File: src/rtl/id_ex_stage.sv
// ID/EX pipeline register with load-use hazard detection and a saturating bubble counter.
// Latency: 1 cycle; i_enable=0 freezes all state, and o_stall asks the upstream stages to hold.
module id_ex_stage #(
    parameter int NB_ADDR = 5,
    parameter int NB_DATA = 32,
    parameter int NB_CTRL = 11,
    parameter int NB_CNT  = 16
) (
    input  logic               i_clock,
    input  logic               i_reset,
    input  logic               i_enable,
    input  logic               i_flush,
    input  logic               i_valid,
    input  logic [NB_CTRL-1:0] i_ctrl,
    input  logic [NB_ADDR-1:0] i_rs_addr,
    input  logic [NB_ADDR-1:0] i_rt_addr,
    input  logic [NB_ADDR-1:0] i_rd_addr,
    input  logic [NB_DATA-1:0] i_rs_data,
    input  logic [NB_DATA-1:0] i_rt_data,
    input  logic [NB_DATA-1:0] i_imm,
    input  logic [NB_DATA-1:0] i_pc,
    output logic [NB_CTRL-1:0] o_ctrl,
    output logic [NB_DATA-1:0] o_rs_data,
    output logic [NB_DATA-1:0] o_rt_data,
    output logic [NB_DATA-1:0] o_imm,
    output logic [NB_DATA-1:0] o_pc,
    output logic [NB_ADDR-1:0] o_rs_addr,
    output logic [NB_ADDR-1:0] o_rt_addr,
    output logic [NB_ADDR-1:0] o_wr_addr,
    output logic               o_valid,
    output logic               o_stall,
    output logic [NB_CNT-1:0]  o_bubble_count
);

    localparam int CTRL_WR_ADDR_SRC = 9;
    localparam int CTRL_RF_WR_ENB   = 8;
    localparam int CTRL_MEM_RD_ENB  = 6;

    logic [NB_ADDR-1:0] wr_addr_next;
    logic               ex_is_load;
    logic               addr_match;
    logic               bubble;

    assign wr_addr_next = i_ctrl[CTRL_WR_ADDR_SRC] ? i_rd_addr : i_rt_addr;

    // A load in EX whose destination feeds the decode-stage instruction needs one bubble.
    // r0 is hardwired to zero, so it never creates a dependency.
    assign ex_is_load = o_valid & o_ctrl[CTRL_MEM_RD_ENB] & o_ctrl[CTRL_RF_WR_ENB]
                      & (o_wr_addr != '0);
    assign addr_match = (o_wr_addr == i_rs_addr) | (o_wr_addr == i_rt_addr);
    assign o_stall    = ex_is_load & i_valid & addr_match;
    assign bubble     = i_flush | o_stall;

    always_ff @(posedge i_clock) begin
        if (i_reset) begin
            o_ctrl         <= '0;
            o_rs_data      <= '0;
            o_rt_data      <= '0;
            o_imm          <= '0;
            o_pc           <= '0;
            o_rs_addr      <= '0;
            o_rt_addr      <= '0;
            o_wr_addr      <= '0;
            o_valid        <= 1'b0;
            o_bubble_count <= '0;
        end else if (i_enable) begin
            if (bubble) begin
                // Data and address registers hold; only control and valid are killed.
                o_ctrl  <= '0;
                o_valid <= 1'b0;
                if (o_bubble_count != {NB_CNT{1'b1}})
                    o_bubble_count <= o_bubble_count + NB_CNT'(1);
            end else begin
                o_ctrl    <= i_valid ? i_ctrl : '0;
                o_rs_data <= i_rs_data;
                o_rt_data <= i_rt_data;
                o_imm     <= i_imm;
                o_pc      <= i_pc;
                o_rs_addr <= i_rs_addr;
                o_rt_addr <= i_rt_addr;
                o_wr_addr <= wr_addr_next;
                o_valid   <= i_valid;
            end
        end
    end

endmodule

File: config.mk
export PLATFORM = sky130hd
export DESIGN_NAME = id_ex_stage
export DESIGN_NICKNAME = d
export VERILOG_FILES = /design/src/rtl/id_ex_stage.sv
export SDC_FILE = /design/constraint.sdc
export NUM_CORES = 1
export LEC_CHECK = 0
export BUFFER_PORTS_ARGS = -buffer_cell sky130_fd_sc_hd__buf_2
export CORE_AREA = 4 4 126 128
export CTS_CLUSTER_DIAMETER = 120
export DETAILED_ROUTE_END_ITERATION = 10
export DIE_AREA = 0 0 130 132
export PLACE_DENSITY = 0.74
export SLEW_MARGIN = 20
export SYNTH_ARGS = -nofsm -noshare
export SYNTH_HDL_FRONTEND = slang
export SYNTH_SLANG_ARGS = --single-unit
File: constraint.sdc
create_clock -name i_clock -period 3.6 [get_ports i_clock]
set_input_delay 0.9 -clock i_clock [delete_from_list [all_inputs] [get_ports i_clock]]
set_output_delay 0.9 -clock i_clock [all_outputs]
set_load 0.05 [all_outputs]
# Word-level counts from Yosys, hierarchy flattened
# Index checks and enable logic that the tools add are counted.
[op_classes]
n_eq_ne = 3
n_addsub = 1
muxes = 4
bitwise_logic = 8
reduce_logical = 3
[ops]
columns = ["operator", "n"]
rows = [
  ["two-way mux 11 bit", 2],
  ["adder 16 x 1 -> 16 bit (second input constant)", 1],
  ["!= test 16 bit (second input constant)", 1],
  ["== test 5 bit", 2],
  ["bitwise AND 1 bit", 5],
  ["two-way mux 5 bit", 1],
  ["nonzero test 5 bit", 1],
  ["AND reduction 3 bit", 1],
  ["OR 1 bit", 2],
  ["AND reduction 2 bit", 1],
  ["two-way mux 1 bit", 1],
  ["NOT 1 bit", 1],
]
[word_totals]
regBits = 171
output_inout_bits = 172

# Longest topological paths before layout
[depth]
depth_word = 8
mapped_depth = 9

# Worst setup path after synthesis
# OpenSTA, ideal clock, no wires.
[synth_timing]
kind = "input-to-output"
from = "input i_rs_addr[4]"
to = "output o_stall"
path_buffers = 0
t_arrival_ns = 2.078
cell_stages = 4
required_time_ns = 2.700
setup_slack_ns = 0.622
cell_sequence = "xor2_1 -> nor3_2 -> a22oi_1 -> nor2_1"
[synth_between]
elab_chain_len = 3
[synth_rtl]
columns = ["element", "line_no", "source"]
rows = [
  ["start, declared", "15", "input logic [NB_ADDR-1:0] i_rs_addr,"],
  ["== test 5 bit", "50", "assign addr_match = (o_wr_addr == i_rs_addr) | (o_wr_addr == i_rt_addr);"],
  ["OR 1 bit", "50", ""],
  ["bitwise AND 1 bit", "51", "assign o_stall = ex_is_load & i_valid & addr_match;"],
  ["end, declared", "31", "output logic o_stall,"],
]
# Every way passes these cells.

# Final worst setup path
[layout_timing]
from = "input i_rs_addr[2]"
to = "output o_stall"
# The elaborated chain is that of the path after synthesis.

==> out/results.tsv <==
metric	value	unit
status	finished, final reports clean	
maxSlewViolCount	0	
critPathLaunch	i_rs_addr[2]	
cts_buffer_depth	2	
vias	6352	
ios	331	
grt_max_degree	103	
cts_resized	0	
drt_first_pass_iters	5	
syn_inst	784	
final_layout_size_suffix_gt1_share	34.6	%
preCtsSetupSlack	0.697	ns
io_buffers	330	
arrival	2.01	ns
row_count	45	
setup_ws	0.695	ns
clock.fmax	344	MHz
period_needed	2.91	ns
clk_latency	0.42	ns
cp-end-kind	output pin	
cts_tree	yes	
setup_viol	0	
crit_path_max_fanout	3	
slew_headroom	60.3	%
post_synth.cell_area_avg	8.09	sq um
die_w	130	um
synth_flop_cell	dfxtp_1	
fin_setup_tns	0	ns
htreeDepth	4	
yosysWarnings	0	
grt_overflow	0	
timing.rr.start	o_bubble_count[0]	
ys_seq_area_share	54.0	%
ys_ff_latch	171	
syn-num-nets	944	
skew	0.0111	ns
clkSinkCount	171	
cts-buffers-inserted	17	
start_kind	input port	
synth_edf_count	0	
post_cts_buffers	0	
cts_root_buf	clkbuf_16	
ys_types	40	
layout_commonest_cell	buf_2	
drcViolationCount	0	
timing.final.crit_share	80.7	%
tightest_slew	0.595	ns
rsz0062_at_grt	no	
cp.required	2.70	ns
final_nets	1245	
grt_antenna_before_repair	1	
syn_area	6340	sq um
place_congestion	0.843	
grt.total_usage	21.6	%
hold_start	o_rt_addr[2]	
hold_class	flip-flop to flip-flop	
cts_hold_buf	0	
wire_per_inst	15.2	um
core_area	14900	sq um
grt_pass1_vias	5760	
die_area	17200	sq um
start_util	42.7	%
synthToLayoutAreaGrowth	36.4	%
antenna_cells	0	
die_height	132	um
nFillCells	1391	
clkTransAtPathRegs	0.06	ns
ir_drop	0.000342	V
crit_type	input port to output pin	
timing.final.hold_violations	0	
ant_nets	0	
vias_per_cell	4.94	
async_flop_share	0	%
drtIter0Drc	390	
grt_first_pass_wirelength	29800	um
max_cap_viol_count	0	
post-dp-hpwl	14000	um
leakage	4.00	nW
final_cell_mix	buf_2, nand2_1, dfxtp_1, a21oi_1, nor2_1	
power.density	519	nW/um^2
wl	19500	um
## per-layer routing
layer | track usage (%) | share of wire, % | vias to the layer above
li1 | - | - | 3199
met1 | 26.9 | 41 | 2908
met2 | 35.8 | 50 | 221
met3 | 7.09 | 7.7 | 22
met4 | 5.48 | 1.5 | 2
met5 | 0 | 0.036 | -
## state kept, by name, summed over array words and instances (netlist names)
signal and cells:
o_imm 32, o_wr_addr 5, o_valid 1, o_pc 32
o_rs_data 32, o_bubble_count 16, o_rt_data 32, o_rt_addr 5
o_rs_addr 5, o_ctrl 11
## synthesized netlist by cell type, types with 2 or more instances
| cell | n | area, sq um |
|---|---|---|
| a211oi_1 | 5 | 37.5 |
| a21oi_1 | 152 | 761 |
| a21oi_2 | 2 | 17.5 |
| a32oi_1 | 11 | 96.3 |
| buf_2 | 30 | 150 |
| buf_4 | 2 | 15.0 |
| clkbuf_1 | 22 | 82.6 |
| dfxtp_1 | 171 | 3420 |
| inv_1 | 2 | 7.51 |
| mux2i_1 | 6 | 60.1 |
| nand2_1 | 285 | 1070 |
| nand3_1 | 8 | 40.0 |
| nand4_1 | 4 | 25.0 |
| nor2_1 | 25 | 93.8 |
| nor3_2 | 2 | 20.0 |
| o21ai_0 | 9 | 45.0 |
| o31ai_1 | 4 | 30.0 |
| or3_1 | 9 | 56.3 |
| or4_1 | 4 | 30.0 |
| xor2_1 | 11 | 96.3 |
## logic make-up after synthesis
| logic type | Yosys count | synth area share, % |
|---|---|---|
| adders and majority gates | 1 | 0.197 |
| and+or+nand+nor | 344 | 21.9 |
| muxes | 6 | 0.947 |
| DFF | 171 | 54.0 |
| AOI/OAI and AO/OA | 190 | 16.8 |
| xor gates and xnor gates | 12 | 1.66 |
| buffers and inverters | 60 | 4.54 |
## layout make-up
class / count / area (sq um) / area share, %
Clock inverter: 10 / 116 / 1.35
Inverter: 3 / 11.3 / 0.130
Timing Repair Buffer: 339 / 1760 / 20.3
Multi-Input combinational cell: 553 / 2640 / 30.5
Sequential cell: 171 / 3420 / 39.6
Clock buffer: 21 / 460 / 5.32
Tap cell: 188 / 235 / 2.72
## worst paths after layout
path,endpoint,slack [ns],cells after the start
max,o_stall,0.69,6
min,o_rt_addr[2],0.45,2
max reg2reg,o_bubble_count[5],1.30,7
min reg2reg,o_rt_addr[2],0.45,2
## stage by stage
step / util (%) / instances / power [mW] / hold slack [ns] / instance area, sq um
floorplan: - / 784 / 2.52 / 0.672 / 6340
global route: 58.2 / 1285 / 4.66 / 0.463 / 8650
global placement: 54.3 / 1254 / 2.74 / 0.438 / 8070
CTS: 58.2 / 1285 / 4.54 / 0.451 / 8650
detailed placement: 54.3 / 1254 / 2.74 / 0.443 / 8070
finish: 58.2 / 1285 / 4.49 / 0.449 / 8650
## report_power, final
group | internal, mW | leakage, nW | switching, mW
Combinational | 0.187 | 2.33 | 0.498
Sequential | 1.97 | 1.40 | 0.0424
Clock | 1.06 | 0.280 | 0.733
## critical path, cell delays in order
cell	delay [ns]
buf_2	0.12
xor2_1	0.13
nor2_1	0.25
a22oi_1	0.20
nor2_1	0.13
buf_2	0.27
Power figures use the tool's default switching activity.
